### src/rtl/drive_circuit_pkg.sv
// Shared drive-circuit definitions: loader FSM states and default table geometry.
// State CLEAR exists only when DRIVE_Z_CORR_LOADER_CLEAR_EN is defined.
package drive_circuit_pkg;

  localparam int unsigned NUM_BANK                  = 2;
  localparam int unsigned NUM_QUBIT_PER_BANK        = 16;
  localparam int unsigned QUBIT_ADDR_WIDTH_PER_BANK = 4;
  localparam int unsigned Z_CORR_WIDTH              = 12;

  localparam int unsigned TOTAL_QUBIT = NUM_BANK * NUM_QUBIT_PER_BANK;
  localparam int unsigned DATA_WIDTH  = Z_CORR_WIDTH * TOTAL_QUBIT;
  localparam int unsigned CNT_W       = $clog2(TOTAL_QUBIT);

  typedef enum logic [2:0] {
    ST_IDLE,
    ST_FILL,
    ST_WRITE,
`ifdef DRIVE_Z_CORR_LOADER_CLEAR_EN
    ST_CLEAR,
`endif
    ST_DONE
  } ld_state_t;

endpackage

### src/rtl/drive_z_corr_table_loader_row_assembler.sv
// Row buffer for the z-correction loader: inserts one coefficient per push at the
// slot named by the word counter; row_ins is the row as it stands after the current push.
module z_corr_row_assembler #(
  parameter int unsigned Z_CORR_WIDTH = drive_circuit_pkg::Z_CORR_WIDTH,
  parameter int unsigned TOTAL_QUBIT  = drive_circuit_pkg::TOTAL_QUBIT,
  parameter int unsigned CNT_W        = drive_circuit_pkg::CNT_W
) (
  input  logic                                clk,
  input  logic                                rst,
  input  logic                                clear,
  input  logic                                push,
  input  logic [Z_CORR_WIDTH-1:0]             data,
  output logic [Z_CORR_WIDTH*TOTAL_QUBIT-1:0] row_ins,
  output logic                                full
);

  logic [Z_CORR_WIDTH*TOTAL_QUBIT-1:0] row;
  logic [CNT_W-1:0]                    word_cnt;

  assign full = (word_cnt == CNT_W'(TOTAL_QUBIT - 1));

  always_comb begin
    row_ins = row;
    for (int unsigned q = 0; q < TOTAL_QUBIT; q++) begin
      if (word_cnt == CNT_W'(q)) row_ins[q*Z_CORR_WIDTH +: Z_CORR_WIDTH] = data;
    end
  end

  always_ff @(posedge clk) begin
    if (rst || clear) begin
      row      <= '0;
      word_cnt <= '0;
    end else if (push) begin
      row      <= row_ins;
      word_cnt <= word_cnt + CNT_W'(1);
    end
  end

endmodule

### src/rtl/drive_z_corr_table_loader.sv
// Assembles a narrow coefficient stream into full z-correction rows and writes them
// to the selected banks. Optional zero-fill mode: DRIVE_Z_CORR_LOADER_CLEAR_EN.
module drive_z_corr_table_loader #(
  parameter int unsigned NUM_BANK                  = drive_circuit_pkg::NUM_BANK,
  parameter int unsigned NUM_QUBIT_PER_BANK        = drive_circuit_pkg::NUM_QUBIT_PER_BANK,
  parameter int unsigned QUBIT_ADDR_WIDTH_PER_BANK = drive_circuit_pkg::QUBIT_ADDR_WIDTH_PER_BANK,
  parameter int unsigned Z_CORR_WIDTH              = drive_circuit_pkg::Z_CORR_WIDTH
) (
  input  logic                                                  clk,
  input  logic                                                  rst,
  input  logic                                                  ld_start,
`ifdef DRIVE_Z_CORR_LOADER_CLEAR_EN
  input  logic                                                  ld_clear,
`endif
  input  logic [NUM_BANK-1:0]                                   ld_bank_sel,
  input  logic [QUBIT_ADDR_WIDTH_PER_BANK-1:0]                  ld_base_addr,
  input  logic [QUBIT_ADDR_WIDTH_PER_BANK:0]                    ld_num_entry,
  input  logic                                                  coef_valid,
  output logic                                                  coef_ready,
  input  logic [Z_CORR_WIDTH-1:0]                               coef_data,
  output logic [NUM_BANK-1:0]                                   z_corr_memory_wr_sel,
  output logic                                                  z_corr_memory_wr_en,
  output logic [QUBIT_ADDR_WIDTH_PER_BANK-1:0]                  z_corr_memory_wr_addr,
  output logic [Z_CORR_WIDTH*NUM_BANK*NUM_QUBIT_PER_BANK-1:0]   z_corr_memory_wr_data,
  output logic                                                  ld_busy,
  output logic                                                  ld_done
);

  import drive_circuit_pkg::*;

  localparam int unsigned TOTAL_QUBIT = NUM_BANK * NUM_QUBIT_PER_BANK;
  localparam int unsigned DATA_WIDTH  = Z_CORR_WIDTH * TOTAL_QUBIT;
  localparam int unsigned CNT_W       = $clog2(TOTAL_QUBIT);
  localparam int unsigned AW          = QUBIT_ADDR_WIDTH_PER_BANK;
  localparam logic [AW:0] NUM_ENTRY   = (AW+1)'(NUM_QUBIT_PER_BANK);

  ld_state_t             state;
  logic [NUM_BANK-1:0]   sel_q;
  logic [AW-1:0]         addr_q;
  logic [AW:0]           remaining;
  logic [AW:0]           num_clamped;
  logic                  start_ok;
  logic                  accept;
  logic                  start_fill;
  logic                  row_full;
  logic [DATA_WIDTH-1:0] row_ins;

  always_comb begin
    num_clamped = (ld_num_entry > NUM_ENTRY) ? NUM_ENTRY : ld_num_entry;
    start_ok    = (ld_bank_sel != '0) && (ld_num_entry != '0);
    accept      = coef_valid && coef_ready;
    start_fill  = (state == ST_IDLE) && ld_start && start_ok;
  end

  z_corr_row_assembler #(
    .Z_CORR_WIDTH (Z_CORR_WIDTH),
    .TOTAL_QUBIT  (TOTAL_QUBIT),
    .CNT_W        (CNT_W)
  ) u_row_assembler (
    .clk     (clk),
    .rst     (rst),
    .clear   (start_fill),
    .push    (accept),
    .data    (coef_data),
    .row_ins (row_ins),
    .full    (row_full)
  );

  always_ff @(posedge clk) begin
    if (rst) begin
      state                 <= ST_IDLE;
      sel_q                 <= '0;
      addr_q                <= '0;
      remaining             <= '0;
      coef_ready            <= 1'b0;
      z_corr_memory_wr_sel  <= '0;
      z_corr_memory_wr_en   <= 1'b0;
      z_corr_memory_wr_addr <= '0;
      z_corr_memory_wr_data <= '0;
      ld_busy               <= 1'b0;
      ld_done               <= 1'b0;
    end else begin
      case (state)
        ST_IDLE: begin
          if (ld_start) begin
            ld_busy <= 1'b1;
            if (start_ok) begin
              sel_q     <= ld_bank_sel;
              addr_q    <= ld_base_addr;
              remaining <= num_clamped;
`ifdef DRIVE_Z_CORR_LOADER_CLEAR_EN
              if (ld_clear) begin
                state                 <= ST_CLEAR;
                z_corr_memory_wr_en   <= 1'b1;
                z_corr_memory_wr_sel  <= ld_bank_sel;
                z_corr_memory_wr_addr <= ld_base_addr;
                z_corr_memory_wr_data <= '0;
              end else begin
                state      <= ST_FILL;
                coef_ready <= 1'b1;
              end
`else
              state      <= ST_FILL;
              coef_ready <= 1'b1;
`endif
            end else begin
              state   <= ST_DONE;
              ld_done <= 1'b1;
            end
          end
        end
        ST_FILL: begin
          // The final word goes straight into the outgoing row so wr_en follows it by one cycle.
          if (accept && row_full) begin
            state                 <= ST_WRITE;
            coef_ready            <= 1'b0;
            z_corr_memory_wr_en   <= 1'b1;
            z_corr_memory_wr_sel  <= sel_q;
            z_corr_memory_wr_addr <= addr_q;
            z_corr_memory_wr_data <= row_ins;
          end
        end
        ST_WRITE: begin
          z_corr_memory_wr_en  <= 1'b0;
          z_corr_memory_wr_sel <= '0;
          remaining            <= remaining - (AW+1)'(1);
          if (remaining == (AW+1)'(1)) begin
            state   <= ST_DONE;
            ld_done <= 1'b1;
          end else begin
            state      <= ST_FILL;
            addr_q     <= addr_q + AW'(1);
            coef_ready <= 1'b1;
          end
        end
`ifdef DRIVE_Z_CORR_LOADER_CLEAR_EN
        ST_CLEAR: begin
          remaining <= remaining - (AW+1)'(1);
          if (remaining == (AW+1)'(1)) begin
            state                <= ST_DONE;
            z_corr_memory_wr_en  <= 1'b0;
            z_corr_memory_wr_sel <= '0;
            ld_done              <= 1'b1;
          end else begin
            z_corr_memory_wr_addr <= z_corr_memory_wr_addr + AW'(1);
          end
        end
`endif
        ST_DONE: begin
          ld_done <= 1'b0;
          ld_busy <= 1'b0;
          state   <= ST_IDLE;
        end
        default: state <= ST_IDLE;
      endcase
    end
  end

endmodule

### config.mk
export PLATFORM = sky130hd
export DESIGN_NAME = drive_z_corr_table_loader
export DESIGN_NICKNAME = d
export VERILOG_FILES = /design/src/rtl/drive_circuit_pkg.sv /design/src/rtl/drive_z_corr_table_loader_row_assembler.sv /design/src/rtl/drive_z_corr_table_loader.sv
export SDC_FILE = /design/constraint.sdc
export NUM_CORES = 1
export LEC_CHECK = 0
export CAP_MARGIN = 20
export CORE_AREA = 5 5 204 286
export CTS_CLUSTER_SIZE = 30
export DETAILED_ROUTE_END_ITERATION = 10
export DIE_AREA = 0 0 209 291
export PLACE_DENSITY = 0.87
export SETUP_SLACK_MARGIN = 0.5
export SLEW_MARGIN = 20
export SYNTH_ARGS = -nofsm -noshare
export SYNTH_HDL_FRONTEND = slang
export SYNTH_SLANG_ARGS = --single-unit
### constraint.sdc
create_clock -name clk -period 3.85 [get_ports clk]
set_input_delay 0.385 -clock clk [delete_from_list [all_inputs] [get_ports clk]]
set_output_delay 0.385 -clock clk [all_outputs]
set_load 0.005 [all_outputs]
==> metrics.txt <==
status=complete, no violations; vias in the first global route=26000; Ys Warns=0; Crit path largest cell delay=880 ps; Post-Synthesis Cell Area=32900 µm²; Clock Latency Late Sink=620 ps; Setup TNS=0 ps; Slew Viols, Final=0; Max Freq=349 MHz; Synth top area share=47.7%; # H-tree levels=3; # DRC=0; worst hold path class=in2reg; Async SR Flop Fraction=0%; Initial Utilization=59.1%; critical path class=reg2reg; min Tclk post-route=2870 ps; EDFF count, synth=0; layout cells sized above 1=13.4%; core area=55700 µm²; hold_buf cts=0; Synth Register Bits=784; Fillers=4087; full die area=60800 µm²; vias=26900; ant diodes=0; Critical Path Sink Type=flop; GRT Util Overall=29.3%; Layout Cells excl Fill=4632; setup ws final=984 ps; first-pass iteration count of the detailed router=5; CP Max Fanout=27; DRT Wirelength=93.6 mm; CP Launch Type=flop; root buffer cell=clkbuf_16; worst hold margin=199 ps; Main synth FF type=dfxtp_1; worst slack, placed=979 ps; MaxCap Viol Count=0; buffers plus inverters on the worst setup path=0; post-CTS sizing=0; Worst Path Arrival=3400 ps; commonest non-fill, non-tap cells in the layout=810 x nand2_1, 781 x dfxtp_1, 407 x clkdlybuf4s50_1, 400 x nor2_1; CP Cell Sequence=nand4_2 -> nor2_1 -> nand2_1 -> a21oi_2; number of distinct library cells after synthesis=48; register area share after synthesis=47.7%; Area growth syn-to-layout=19.6%; first-pass GRT wire length=146 mm; CP required=4390 ps; Port Buf Inserts=420; Synth Instances=3677; area leader, netlist=dfxtp_1; most common cell after layout, fill and taps aside=nand2_1; PD cells=405 nW/µm²; CTS max path bufs=3; Num CTS Buffers=72; Final period util=74.4%; GRT overflow=0; CTS tree=done; Mapped Avg Cell Area=8.95 µm²; post-DP HPWL=58.4 mm; Vias/cell=5.80; pin count of the biggest net entering global routing=192; routability cong.=0.827; Least-Margin Pin Slew=1110 ps; die height=291 µm; initial antenna violation count=0; clk slew on worst S/H paths=60 ps; Final #Nets=3882; Placed Cells=4507; top cells by area, synth=dfxtp_1 48%, mux2i_1 11%, nand2_1 9.3%, a211oi_1 8.6%, a21oi_2 8.0%; # setup viols final=0; P_leak=12.6 nW; IR drop worst, VDD=0.304 mV; postcts setup bufs=0; starting DRC count in detailed routing=1942; ANT nets after route=0; CP delay by family, top=simple AND/OR/NAND/NOR gates; cell row count=103; Avg WL per Cell=20.2 µm; Max stage delay cell, worst path=dfxtp_2; R2R Path Start=u_row_assembler.word_cnt[4]$_SDFFE_PP0N_; RSZ-0062 raised after global routing=false; final clock skew=21.9 ps; hold_sp=rst; slew margin rel.=25.8%; Hold Vio Cnt, Final=0; IO Pins=421; Die W=209 µm; clock sink count=784; syn nets=3713; Critical Path Source=u_row_assembler.word_cnt[4]$_SDFFE_PP0N_
==> worst register-to-register path, delay by kind of cell (launching register included) <==
| kind | cells | cell delay (ps) |
|---|---|---|
| DFF | 1 | 880 |
| AOI/OAI and AO/OA | 1 | 160 |
| and+or+nand+nor | 3 | 1750 |
==> per-stage QoR <==
stage	total power, W	instance area (µm²)	utilization [%]
after floorplan	0.00881	32900	-
after global placement	0.00900	37000	66.5
after detailed placement	0.00901	37000	66.5
after CTS	0.0160	39300	70.7
after global routing	0.0164	39300	70.7
final	0.0159	39300	70.7
==> worst paths after layout <==
kind              cells after the start                                     end  slack (ps)
setup / recovery                      4   u_row_assembler.row[345]$_SDFFE_PP0N_         980
setup reg to reg                      4   u_row_assembler.row[345]$_SDFFE_PP0N_         980
hold / removal                        2  z_corr_memory_wr_data[39]$_SDFFE_PP0P_         200
hold reg to reg                       2    u_row_assembler.row[57]$_SDFFE_PP0N_         450
==> layout make-up <==
type                            count  area (µm²)  area share [%]
Clock inverter                     26         270           0.687
Sequential cell                   784       15700            39.9
Timing Repair Buffer              489        4880            12.4
Multi-Input combinational cell   2490       15500            39.4
Inverter                            9        33.8          0.0859
Clock buffer                       99        2030            5.17
Tap cell                          735         920            2.34
==> logic make-up after synthesis <==
kind of cell             count (synthesis)  share of synthesized area [%]
AO/OA/AOI/OAI                          800                           18.7
AND/OR/NAND/NOR                       1303                           16.0
multiplexers                           375                           11.4
XOR/XNOR                                 3                         0.0799
buffers and inverters                  403                           5.75
adder cells (fa/ha/maj)                  9                          0.342
flip-flops                             784                           47.7
==> flip-flops by register name (all words and copies together), names as in the netlist <==
register,cells
z_corr_memory_wr_data,384
u_row_assembler.row,372
remaining,5
u_row_assembler.word_cnt,5
addr_q,4
z_corr_memory_wr_addr,4
sel_q,2
state,2
z_corr_memory_wr_sel,2
coef_ready,1
ld_busy,1
ld_done,1
z_corr_memory_wr_en,1
==> cell usage after synthesis, drive strengths merged, types with 2 or more instances <==
cell type / count
o311a: 2
nand3: 4
nor2b: 4
and2: 17
nand3b: 2
nor2: 400
and4: 2
nor4b: 4
dfxtp: 784
and3: 5
inv: 8
o211a: 2
nor3: 4
buf: 130
mux2i: 375
xor2: 2
o211ai: 4
clkbuf: 264
or4: 2
a22oi: 3
o21ai: 4
nand2: 811
or2: 15
nor3b: 4
nor4bb: 12
a21oi: 400
ha: 9
nand4: 4
a2bb2oi: 2
nand4b: 11
a211oi: 375
o32ai: 4
==> metal layers <==
| layer | part of all wire (%) | vias to the layer above | GRT usage [%] |
|---|---|---|---|
| met4 | 3.7 | 0 | 11.5 |
| met1 | 41 | 12900 | 37.2 |
| li1 | - | 12900 | - |
| met3 | 6.3 | 201 | 4.83 |
| met2 | 49 | 935 | 50.1 |
| met5 | 0 | - | 0 |
==> power by group <==
group / switching [W] / leakage (nW) / internal (W) / total (W)
Combinational: 0.000527 / 5.11 / 0.000154 / 0.000681
Sequential: 0.0000258 / 6.32 / 0.00813 / 0.00815
Clock: 0.00315 / 1.14 / 0.00394 / 0.00709
Total: 0.00370 / 12.6 / 0.0122 / 0.0159
No activity file was read; power rests on OpenSTA's default activity.
